--- src/rtl/apb_ctrl_pkg.sv ---
// Shared definitions for the APB request arbiter.
//   apb_state_e : APB master state encoding (IDLE, SETUP, ACCESS)
//   NUM_REQ     : number of requesters
//   APB_DATA_W  : APB data bus width
package apb_ctrl_pkg;

  localparam int NUM_REQ    = 2;
  localparam int APB_DATA_W = 32;

  typedef enum logic [1:0] {
    IDLE   = 2'd0,
    SETUP  = 2'd1,
    ACCESS = 2'd2
  } apb_state_e;

endpackage

--- src/rtl/rr_arbiter2.sv ---
// Two-way round-robin arbiter.
// Ports:
//   PCLK, PRESET : clock, synchronous active-high reset
//   req          : per-requester request
//   upd          : completion strobe; loads the last-grant pointer
//   upd_idx      : index of the requester that just completed
//   gnt_vld      : at least one request pending
//   gnt_idx      : index of the requester to grant
module rr_arbiter2
  import apb_ctrl_pkg::*;
(
  input  logic               PCLK,
  input  logic               PRESET,
  input  logic [NUM_REQ-1:0] req,
  input  logic               upd,
  input  logic               upd_idx,
  output logic               gnt_vld,
  output logic               gnt_idx
);

  logic last_q;

  // On a tie the requester that was not served last wins; otherwise the
  // only requester present wins.
  always_comb begin
    gnt_vld = |req;
    gnt_idx = 1'b0;
    if (req == 2'b11) begin
      gnt_idx = ~last_q;
    end else begin
      gnt_idx = req[1];
    end
  end

  // Pointer starts at 1 so requester 0 wins the first tie.
  always_ff @(posedge PCLK) begin
    if (PRESET) begin
      last_q <= 1'b1;
    end else if (upd) begin
      last_q <= upd_idx;
    end
  end

endmodule

--- src/rtl/gpio_apb_arbiter.sv ---
// Two-requester APB master: round-robin arbitration of transfer requests onto
// a single APB bus (IDLE -> SETUP -> ACCESS).
// Optional feature: define GPIO_APB_ARBITER_TIMEOUT_EN to terminate an ACCESS
// phase with err=1 after TIMEOUT_CYC cycles without PREADY.
// Ports:
//   PCLK, PRESET          : clock, synchronous active-high reset
//   req/req_addr/req_wdata/req_write : per-requester request and payload
//   done                  : one-cycle completion pulse per requester
//   rdata                 : data of the last completed read
//   err                   : error qualifier, valid with done
//   PSEL..PWDATA          : APB master outputs
//   PRDATA, PREADY        : APB master inputs
module gpio_apb_arbiter
  import apb_ctrl_pkg::*;
#(
  parameter int ADDR_W      = 4,
  parameter int TIMEOUT_CYC = 15
) (
  input  logic                    PCLK,
  input  logic                    PRESET,
  input  logic [NUM_REQ-1:0]      req,
  input  logic [2*ADDR_W-1:0]     req_addr,
  input  logic [2*APB_DATA_W-1:0] req_wdata,
  input  logic [NUM_REQ-1:0]      req_write,
  output logic [NUM_REQ-1:0]      done,
  output logic [APB_DATA_W-1:0]   rdata,
  output logic                    err,
  output logic                    PSEL,
  output logic                    PENABLE,
  output logic [ADDR_W-1:0]       PADDR,
  output logic                    PWRITE,
  output logic [APB_DATA_W-1:0]   PWDATA,
  input  logic [APB_DATA_W-1:0]   PRDATA,
  input  logic                    PREADY
);

  apb_state_e state;
  logic       gnt_q;
  logic       arb_vld;
  logic       arb_idx;
  logic       tmo_hit;
  logic       cmpl;

  // Completion (normal or timed out) also advances the arbiter pointer.
  assign cmpl = (state == ACCESS) && (PREADY || tmo_hit);

  rr_arbiter2 u_arb (
    .PCLK    (PCLK),
    .PRESET  (PRESET),
    .req     (req),
    .upd     (cmpl),
    .upd_idx (gnt_q),
    .gnt_vld (arb_vld),
    .gnt_idx (arb_idx)
  );

`ifdef GPIO_APB_ARBITER_TIMEOUT_EN
  localparam int CNT_W = $clog2(TIMEOUT_CYC + 1);
  logic [CNT_W-1:0] acc_cnt;
  logic             err_q;

  // Fires in the TIMEOUT_CYC-th ACCESS cycle; PREADY in that same cycle wins.
  assign tmo_hit = (acc_cnt == CNT_W'(TIMEOUT_CYC - 1));
  assign err     = err_q;
`else
  logic unused_cfg;

  // TIMEOUT_CYC has no role in this build.
  assign unused_cfg = ^TIMEOUT_CYC;
  assign tmo_hit    = 1'b0;
  assign err        = 1'b0;
`endif

  always_ff @(posedge PCLK) begin
    if (PRESET) begin
      state   <= IDLE;
      PSEL    <= 1'b0;
      PENABLE <= 1'b0;
      PWRITE  <= 1'b0;
      PADDR   <= '0;
      PWDATA  <= '0;
      rdata   <= '0;
      done    <= '0;
      gnt_q   <= 1'b0;
`ifdef GPIO_APB_ARBITER_TIMEOUT_EN
      err_q   <= 1'b0;
      acc_cnt <= '0;
`endif
    end else begin
      done <= '0;
`ifdef GPIO_APB_ARBITER_TIMEOUT_EN
      err_q <= 1'b0;
`endif
      case (state)
        IDLE: begin
          if (arb_vld) begin
            // Payload is captured once here; later changes are ignored.
            state   <= SETUP;
            PSEL    <= 1'b1;
            PENABLE <= 1'b0;
            gnt_q   <= arb_idx;
            PADDR   <= arb_idx ? req_addr[2*ADDR_W-1:ADDR_W] : req_addr[ADDR_W-1:0];
            PWDATA  <= arb_idx ? req_wdata[2*APB_DATA_W-1:APB_DATA_W]
                               : req_wdata[APB_DATA_W-1:0];
            PWRITE  <= req_write[arb_idx];
          end
        end
        SETUP: begin
          state   <= ACCESS;
          PENABLE <= 1'b1;
`ifdef GPIO_APB_ARBITER_TIMEOUT_EN
          acc_cnt <= '0;
`endif
        end
        ACCESS: begin
          if (PREADY) begin
            state       <= IDLE;
            PSEL        <= 1'b0;
            PENABLE     <= 1'b0;
            done[gnt_q] <= 1'b1;
            if (!PWRITE) begin
              rdata <= PRDATA;
            end
`ifdef GPIO_APB_ARBITER_TIMEOUT_EN
          end else if (tmo_hit) begin
            state       <= IDLE;
            PSEL        <= 1'b0;
            PENABLE     <= 1'b0;
            done[gnt_q] <= 1'b1;
            err_q       <= 1'b1;
          end else begin
            acc_cnt <= acc_cnt + 1'b1;
`endif
          end
        end
        default: begin
          state   <= IDLE;
          PSEL    <= 1'b0;
          PENABLE <= 1'b0;
        end
      endcase
    end
  end

endmodule

--- config.mk ---
export PLATFORM = sky130hd
export DESIGN_NAME = gpio_apb_arbiter
export DESIGN_NICKNAME = d
export VERILOG_FILES = /design/src/rtl/apb_ctrl_pkg.sv /design/src/rtl/rr_arbiter2.sv /design/src/rtl/gpio_apb_arbiter.sv
export SDC_FILE = /design/constraint.sdc
export NUM_CORES = 1
export LEC_CHECK = 0
export CAP_MARGIN = 20
export CORE_ASPECT_RATIO = 0.8
export CORE_MARGIN = 1
export CORE_UTILIZATION = 35
export DETAILED_ROUTE_END_ITERATION = 16
export PLACE_DENSITY = 0.8
export SYNTH_ARGS = -nofsm -noshare
export SYNTH_HDL_FRONTEND = slang
export SYNTH_SLANG_ARGS = --single-unit
export TNS_END_PERCENT = 1
--- constraint.sdc ---
create_clock -name PCLK -period 1.25 [get_ports PCLK]
set_input_delay 0.1875 -clock PCLK [delete_from_list [all_inputs] [get_ports PCLK]]
set_output_delay 0.1875 -clock PCLK [all_outputs]
set_load 0.02 [all_outputs]
# Yosys cells after proc, flatten, opt, wreduce, memory -nomap -nowiden
# Index checks and enable logic that the tools add are counted.
# op_classes
add_sub_neg	0
mul	0
div_mod_pow	0
magnitude_cmp	3
eq_ne	5
shift	0
muxes	15
bitwise_logic	5
n_reduce_logical	9
# ops
operator	count
32-bit two-way mux	1
1-bit two-way mux	7
1-bit one-hot mux with 3 select lines	2
2-bit one-hot mux with 3 select lines	1
3-bit AND reduction	2
1-bit inverter	5
2-bit == test (second input constant)	2
1-bit by 2-bit less-than comparator with 1-bit output (second input constant)	2
2-bit two-way mux	2
4-bit two-way mux	1
2-bit inequality test (second input constant)	2
2-bit AND reduction	2
3-bit OR reduction	1
2-bit by 1-bit == test with 1-bit output (second input constant)	1
1-bit logical AND	2
2-bit logical NOT	1
2-bit OR reduction	1
1-bit demux with 1-bit select	1
1-bit >= comparator (second input constant)	1
# word_totals
ff_bits	77
latchBits	0
mem_bits_rw	0
rom_bits	0
input_bits	111
output_inout_bits	74
wordCells	47
mem_count	0

# Longest topological paths before layout
# Gate-level depths: netlist of run 1.
# logic_depth
word_depth	4
ltp_mapped	6
ltp_nobuf	3

# Cells and area by module
# Synthesis of run 1 repeated with hierarchy kept, for this count alone.
# hier_totals
hier_cells	295
area_unflattened_um2	2936.6
# by_module_without_submodules
mod	instances	cells_each	area_per_inst_um2	seq_area_each_um2
gpio_apb_arbiter	1	290	2887.8	1501.4
rr_arbiter2	1	5	48.8	20.0

# Least setup slack after synthesis of run 1
# Ideal clock, no wire load.
# synth_path
path_type	register -> register
startpoint	register, netlist name PENABLE
endpoint	register PWDATA[3]
setup_time_ns	0.089
arrival_time_ns	1.245
required_time_ns	1.161
path_slack_ns	-0.084
stages_incl_launch_ff	5
path_buffers	1
period_less_slack_ns	1.334
cell_sequence	dfxtp_1 > nor2_1 > clkbuf_1 > a21oi_1 > a311oi_2
# synth_lines
item	line	text
end signal, assigned	gpio_apb_arbiter.sv:103	PWDATA <= arb_idx ? req_wdata[2*APB_DATA_W-1:APB_DATA_W]
end, declared	gpio_apb_arbiter.sv:32	output logic [APB_DATA_W-1:0] PWDATA,

# Final worst setup path of run 1
# layout_path
startpoint	register state[0]
endpoint	register rdata[19]
# layout_between
elab_chain_cells	2
# layout_lines
item	line	text
start, declared	gpio_apb_arbiter.sv:37	apb_state_e state;
start signal, assigned	gpio_apb_arbiter.sv:76	state <= IDLE;
start signal, assigned	gpio_apb_arbiter.sv:98	state <= SETUP;
start signal, assigned	gpio_apb_arbiter.sv:109	state <= ACCESS;
2-bit == test	gpio_apb_arbiter.sv:94	case (state)
3-bit AND reduction (no line)	--	
end signal, assigned	gpio_apb_arbiter.sv:82	rdata <= '0;
end signal, assigned	gpio_apb_arbiter.sv:122	rdata <= PRDATA;
end, declared	gpio_apb_arbiter.sv:26	output logic [APB_DATA_W-1:0] rdata,
# No other way between the ends.
# A chain may end at the register's enable or synchronous reset.

==> flow_summary_export.csv, run 1 <==
group,metric,value,unit
cts,worst_case_clock_buffer_depth,2,
critical_path,critPathRequiredTime,1.50,ns
pwr,power_leakage,0.002327,µW
final_layout,drive_gt1_share,17.08,%
final_layout,layout.cells.most_common_list,"sky130_fd_sc_hd__nand2_1, sky130_fd_sc_hd__clkdlybuf4s50_1, sky130_fd_sc_hd__dfxtp_1",
synth,seq_area_frac_synth,47.00,%
drt,initialDrtViolationCount,234,
critical_path,r2r_setup_slack,-0.02,ns
drt,routed_wire_length_per_instance,14.99,µm
synth,combinational_family_with_the_most_area_after_synthesis,"compound AO/OA/AOI/OAI gates",
critical_path,endpoint_arrival_time_on_the_critical_path,1.53,ns
global_route,first_global_vias,3378,
cts,worst_setup_hold_path_clk_slew,0.06,ns
synth,post_synth_instance_area,0.003237,mm²
critical_path,worstSetupPathType,"flip-flop to flip-flop",
placement,dp.final_hpwl,7363,µm
floorplan,placement_rows,30,
synth,yosys_warning_count,0,
final_layout,layout-area-overhead-vs-synth,74.68,%
pwr,share_clk_of_total_power,36.8,%
critical_path,reg2reg_depth,5,
sta,final_worst_path_period_share,101.9,%
final_layout,mostFrequentLayoutCell,"sky130_fd_sc_hd__nand2_1",
drt,drc,0,
synth,synthSimpleGateAreaFrac,18.52,%
job,max_cap_viol_count,0,
synth,synth_mux_area_share,0.3092,%
global_route,grt_max_degree,30,
pwr,finalPower,7006,µW
sta,final.setup_skew,0.003786,ns
sta,hold_viol,0,
global_route,number_of_antenna_violations_at_the_first_check_in_global_routing,0,
sta,drv_slew,0,
pwr,comb_power_share,24.4,%
final_layout,layoutNonFillerInstCount,680,
sta,timing.fmax,785.0,MHz
synth,mappedNetlistNets,494,
floorplan,die-width,109.5,µm
pwr,switching_share,27.76,%
synth,synth_xor_area_share,0,%
cts,cts_hold_buffers,0,
synth,yosys.cell_types.count,25,
global_route,grt_pass1_wl,15790,µm
synth,post_synth_inst_count,383,
drt,routed-via-count,3453,
final_layout,antennaDiodeCount,0,
sta,grt_setup_unrepaired,"yes",
pwr,sequential_share_of_power,38.9,%
floorplan,die_y,88.02,µm
placement,dpl-instance-area,0.005308,mm²
hold_path,worst_hold_path.num_cells,2,
sta,total_negative_setup_slacks,-0.1064,ns
floorplan,boundaryPins,185,
critical_path,crit-reg2reg-capture,"rdata[19]$_SDFFE_PP0P_",
sta,min_period,1.274,ns
placement,place_congestion,0.8083,
pwr,power.internal,5061,µW
hold_path,hp-start,"PRESET",
final_layout,fin_area,0.005654,mm²
drt,dr.pass1.iters,4,
cts,clk-insertion-delay-late,0.32,ns
sta,setup_slack,-0.02383,ns
hold_path,timing.hold.worst_endpoint,"PWDATA[3]$_SDFFE_PP0P_",
floorplan,placeableCoreArea,0.008708,mm²
drt,ant_nets,0,
pwr,power.density_cell_area,1239,mW/mm²
cts,cts_tree,"built",
final_layout,layout.core_utilization,64.93,%
floorplan,die_area,0.009639,mm²
outcome,failing_checks,"setup timing",
placement,portBuffers,183,
outcome,outcome,"finished, violations left",
global_route,global_route.overflow_total,0,
hold_path,hold_path.class,"input pin to flip-flop",
critical_path,crit_path_max_fo,12,
cts,cts_root_buf,"sky130_fd_sc_hd__clkbuf_16",
synth,post_synth_adder_cell_area,0,%
final_layout,nets,674,
sta,report.final.setup_viol,13,
critical_path,timing.critical_path.to_type,"flip-flop",
synth,syn_area_per_cell,8.451,µm²
global_route,grtUsageTotal,21.29,%
placement,dp.cells,661,
drt,postRouteWirelength,10190,µm
synth,synth-compound-area-share,27.99,%
floorplan,initial_utilization,37.17,%
critical_path,worstSetupStartpointType,"flip-flop",
cts,clock_sinks,76,
drt,per_cell_via_count_in_the_routed_design,5.078,
cts,number_of_buffers_inserted_during_clock_tree_synthesis,9,
synth,postSynthRegisterBits,76,
cts,htreeDepth,3,
critical_path,critical_path.reg2reg.startpoint,"state[0]$_SDFFE_PP0P_",
pwr,switching_power_total,1945,µW
pwr,power.ir.vdd_worst,0.0006756,V
critical path, cell delays in order, from the launching register on:
cell and delay [ns]:
sky130_fd_sc_hd__dfxtp_4 0.36, sky130_fd_sc_hd__nor4bb_4 0.33, sky130_fd_sc_hd__buf_4 0.18, sky130_fd_sc_hd__clkbuf_16 0.15
sky130_fd_sc_hd__nand2_1 0.05, sky130_fd_sc_hd__a21oi_1 0.12
flip-flops by register name, indices dropped and copies added, names as in the netlist:
name          flops
PWDATA           32
rdata            32
PADDR             4
done              2
PENABLE           1
PSEL              1
PWRITE            1
gnt_q             1
state             1
u_arb.last_q      1
power groups by stage:
stage	Combinational [µW]	Clock [µW]	Sequential, µW
5_1_grt	1830	2760	2740
3_5_place_dp	1790	0	2780
3_3_place_gp	1760	0	2770
4_1_cts	1690	2650	2720
2_1_floorplan	660	0	2980
6_report	1710	2570	2720
cells in the mapped netlist:
library cell | count | area (µm²)
sky130_fd_sc_hd__nand2_1 | 141 | 529.3
sky130_fd_sc_hd__dfxtp_1 | 76 | 1521
sky130_fd_sc_hd__a21oi_1 | 71 | 355.3
sky130_fd_sc_hd__a311oi_2 | 30 | 450.4
sky130_fd_sc_hd__clkbuf_1 | 22 | 82.58
sky130_fd_sc_hd__a311oi_1 | 7 | 61.31
sky130_fd_sc_hd__buf_2 | 7 | 35.03
sky130_fd_sc_hd__nor2_1 | 5 | 18.77
sky130_fd_sc_hd__buf_6 | 4 | 45.04
sky130_fd_sc_hd__buf_4 | 3 | 22.52
sky130_fd_sc_hd__buf_1 | 2 | 7.510
sky130_fd_sc_hd__nor3_1 | 2 | 10.01
sky130_fd_sc_hd__a211o_1 | 1 | 8.760
sky130_fd_sc_hd__a21bo_2 | 1 | 10.01
sky130_fd_sc_hd__a21boi_1 | 1 | 7.510
sky130_fd_sc_hd__a21o_1 | 1 | 7.510
sky130_fd_sc_hd__and2_1 | 1 | 6.260
sky130_fd_sc_hd__conb_1 | 1 | 3.750
sky130_fd_sc_hd__inv_1 | 1 | 3.750
sky130_fd_sc_hd__mux2i_1 | 1 | 10.01
sky130_fd_sc_hd__nand3b_1 | 1 | 7.510
sky130_fd_sc_hd__nand4bb_1 | 1 | 11.26
sky130_fd_sc_hd__nor4bb_1 | 1 | 10.01
sky130_fd_sc_hd__o21ai_0 | 1 | 5.000
sky130_fd_sc_hd__or2_1 | 1 | 6.260
per-stage QoR:
stage | setup WS [ns] | hold slack [ns]
4_1_cts | -0.01287 | 0.2252
5_1_grt | -0.09919 | 0.2323
6_report | -0.02383 | 0.2405
2_1_floorplan | -0.05587 | 0.3235
3_3_place_gp | -0.3607 | 0.4038
3_5_place_dp | -0.4524 | 0.4063
how the worst max path moves through the flow:
stage,start,end
6_report,state[0]$_SDFFE_PP0P_,rdata[19]$_SDFFE_PP0P_
5_1_grt,state[0]$_SDFFE_PP0P_,rdata[13]$_SDFFE_PP0P_
4_1_cts,u_arb.last_q$_SDFFE_PP1P_,PWDATA[12]$_SDFFE_PP0P_
3_5_place_dp,req[1],PWRITE$_SDFFE_PP0P_
3_3_place_gp,req[1],PWDATA[1]$_SDFFE_PP0P_
2_1_floorplan,PWRITE$_SDFFE_PP0P_,rdata[0]$_SDFFE_PP0P_
layout make-up:
cell class,instances,area [µm²]
inverter,1,3.754
sequential,76,1531
timing repair buffer,207,2058
clock inverter,6,63.81
multi-input combinational,268,1618
tap,112,140.1
fill,735,3054
clock buffer,10,239.0
cells by family after synthesis:
logic type / after synthesis
other cells: 1
buf+inv: 39
simple gates: 153
mux: 1
flops: 76
compound gates: 113
what timing repair did:
action	in CTS	in global routing
buffers inserted	0	2
resized for setup	83	24
cloned	0	1
pin swaps	4	1
endpoints found under the setup margin	114	76
layer usage:
metal | wire, µm | global-route usage (%) | up-vias
li1 | - | - | 1678
met1 | 4029 | 23.69 | 1624
met2 | 5190 | 38.94 | 140
met3 | 839 | 5.804 | 11
met4 | 134 | 7.758 | 0
met5 | 0 | 0 | -
Note: power is estimated with default switching activity, not from simulation.
==> inputs of run 2 (changes only) <==
--- a/config.mk
+++ b/config.mk
@@ -8,9 +8,10 @@
 export CAP_MARGIN = 20
 export CORE_ASPECT_RATIO = 0.8
 export CORE_MARGIN = 1
-export CORE_UTILIZATION = 35
+export CORE_UTILIZATION = 38
+export CTS_CLUSTER_SIZE = 24
 export DETAILED_ROUTE_END_ITERATION = 16
-export PLACE_DENSITY = 0.8
+export PLACE_DENSITY = 0.82
 export SYNTH_ARGS = -nofsm -noshare
 export SYNTH_HDL_FRONTEND = slang
 export SYNTH_SLANG_ARGS = --single-unit
==> constraint.sdc (replaced) <==
create_clock -name PCLK -period 1.33 [get_ports PCLK]
set_input_delay 0.1995 -clock PCLK [delete_from_list [all_inputs] [get_ports PCLK]]
set_output_delay 0.1995 -clock PCLK [all_outputs]
set_load 0.02 [all_outputs]
==> flow_summary_export.csv, run 2 (synthesized netlist as in run 1, its figures left out) <==
group,metric,value,unit
sta,setup_slack,0.003524,ns
drt,ant_nets,0,
critical_path,endpoint_arrival_time_on_the_critical_path,1.57,ns
final_layout,layout-area-overhead-vs-synth,70.51,%
critical_path,cp_top_family,"buffers and inverters",
cts,worst_setup_hold_path_clk_slew,0.07,ns
floorplan,die_y,84.55,µm
global_route,grt_max_degree,31,
global_route,grtUsageTotal,22.54,%
critical_path,slowest_delay,0.45,ns
placement,dpl-instance-area,0.005318,mm²
final_layout,layout.cells.most_common_list,"sky130_fd_sc_hd__nand2_1, sky130_fd_sc_hd__clkdlybuf4s50_1, sky130_fd_sc_hd__dfxtp_1",
sta,timing.fmax,753.9,MHz
floorplan,placement_rows,29,
critical_path,worstSetupStartpointType,"input pin",
floorplan,placeableCoreArea,0.008092,mm²
drt,drc,0,
sta,hold_viol,0,
critical_path,crit_path_top_delay_cell,"sky130_fd_sc_hd__clkdlybuf4s50_1",
global_route,number_of_antenna_violations_at_the_first_check_in_global_routing,0,
outcome,outcome,"finished, final reports clean",
critical_path,worstSetupPathType,"input pin to flip-flop",
final_layout,layout_top_registers,"PWDATA: 32 flops, rdata: 32 flops, PADDR: 4 flops",
critical_path,critical_path.cell_chain,"clkdlybuf4s50_1 > or2_1 > and2_4 > buf_12 > a311oi_2",
cts,cts_hold_buffers,0,
global_route,first_global_vias,3358,
final_layout,fin_area,0.005519,mm²
final_layout,layoutNonFillerInstCount,677,
drt,dr.pass1.iters,4,
cts,worst_case_clock_buffer_depth,2,
global_route,grt_pass1_wl,15950,µm
sta,holdWs,0.2827,ns
drt,postRouteWirelength,10020,µm
cts,post-cts-setup-buffer-count,0,
drt,routed_wire_length_per_instance,14.80,µm
final_layout,drive_gt1_share,14.06,%
global_route,global_route.overflow_total,0,
final_layout,fillCellCount,635,
drt,met2_wire_length,4765,µm
floorplan,boundaryPins,185,
placement,portBuffers,183,
placement,dp.final_hpwl,7334,µm
critical_path,critPathRequiredTime,1.58,ns
sta,drv_slew,0,
final_layout,mostFrequentLayoutCell,"sky130_fd_sc_hd__nand2_1",
drt,top_signal_layer_used,"met4",
placement,place_congestion,0.8322,
cts,clock_sinks,76,
critical_path,timing.critical_path.to_type,"flip-flop",
floorplan,die_area,0.008893,mm²
drt,dr_wl_met3,802,µm
sta,final.setup_skew,0.007382,ns
final_layout,nets,675,
critical_path,crit_path_max_fo,18,
sta,report.final.setup_viol,0,
cts,clk-insertion-delay-late,0.35,ns
sta,total_negative_setup_slacks,0,ns
placement,dpl_worst_slack,-0.3719,ns
cts,cts_tree,"built",
placement,dp.cells,661,
drt,routed-via-count,3374,
critical_path,worstPathBufferInverterCount,2,
cts,htreeDepth,3,
final_layout,antennaDiodeCount,0,
drt,detail_route.wirelength.met1,4285,µm
pwr,power.ir.vdd_worst,0.0006254,V
hold_path,hold_path.class,"input pin to flip-flop",
drt,initialDrtViolationCount,170,
floorplan,initial_utilization,40.00,%
pwr,power_leakage,0.002300,µW
cts,cts_root_buf,"sky130_fd_sc_hd__clkbuf_8",
sta,final_worst_path_period_share,99.74,%
sta,grt_setup_unrepaired,"yes",
job,max_cap_viol_count,0,
floorplan,die-width,105.2,µm
sta,min_period,1.326,ns
drt,per_cell_via_count_in_the_routed_design,4.984,
pwr,power.density_cell_area,1151,mW/mm²
cts,number_of_buffers_inserted_during_clock_tree_synthesis,9,
[run 2: worst paths after layout]
path,startpoint,endpoint,slack (ns),cells past startpoint
worst max register to register,PENABLE$_SDFFE_PP0P_,PADDR[1]$_SDFFE_PP0P_,0.07,4
worst max-delay path,req[1],PADDR[1]$_SDFFE_PP0P_,0.004,5
worst min-delay path,PRESET,gnt_q$_SDFFE_PP0P_,0.28,2
worst min register to register,gnt_q$_SDFFE_PP0P_,done[0]$_SDFF_PP0_,0.42,1
[run 2: through the flow]
step / utilization, % / total power, µW
after floorplan: - / 3418
after global placement: 65.72 / 4260
after detailed placement: 65.72 / 4302
after CTS: 67.74 / 6384
after global routing: 68.21 / 6614
final: 68.21 / 6354
[run 2: layer usage]
metal	up-vias	track usage, %
met1	1542	27.07
met5	-	0
met2	145	38.22
met3	13	7.453
met4	0	7.042
li1	1674	-
[run 2: cell type report]
type | instances | area [µm²] | area share, %
multi-input combinational | 268 | 1563 | 28.32
sequential | 76 | 1524 | 27.61
clock buffer | 12 | 155.1 | 2.811
timing repair buffer | 208 | 2043 | 37.02
clock inverter | 4 | 95.09 | 1.723
inverter | 1 | 3.754 | 0.06801
tap | 108 | 135.1 | 2.448
[run 2: power by group]
group          switching, µW  leakage (µW)  internal (µW)
clock                    852      0.000127           1350
combinational            795       0.00155            803
sequential               105      0.000623           2450
total                   1750       0.00230           4600
[run 2: timing repair]
action | 4_1_cts | 5_1_grt
resized for setup | 77 | 9
endpoints found under the setup margin | 74 | 15
pin swaps | 0 | 1
endpoints found under the hold margin | 0 | 0
==> inputs of run 3 (changes only) <==
--- a/config.mk
+++ b/config.mk
@@ -9,7 +9,7 @@
 export CORE_ASPECT_RATIO = 0.8
 export CORE_MARGIN = 1
 export CORE_UTILIZATION = 38
-export CTS_CLUSTER_SIZE = 24
+export CTS_CLUSTER_SIZE = 16
 export DETAILED_ROUTE_END_ITERATION = 16
 export PLACE_DENSITY = 0.82
 export SYNTH_ARGS = -nofsm -noshare
==> results of run 3 <==
The final DEF is identical to that of run 2; final timing and power are the same.
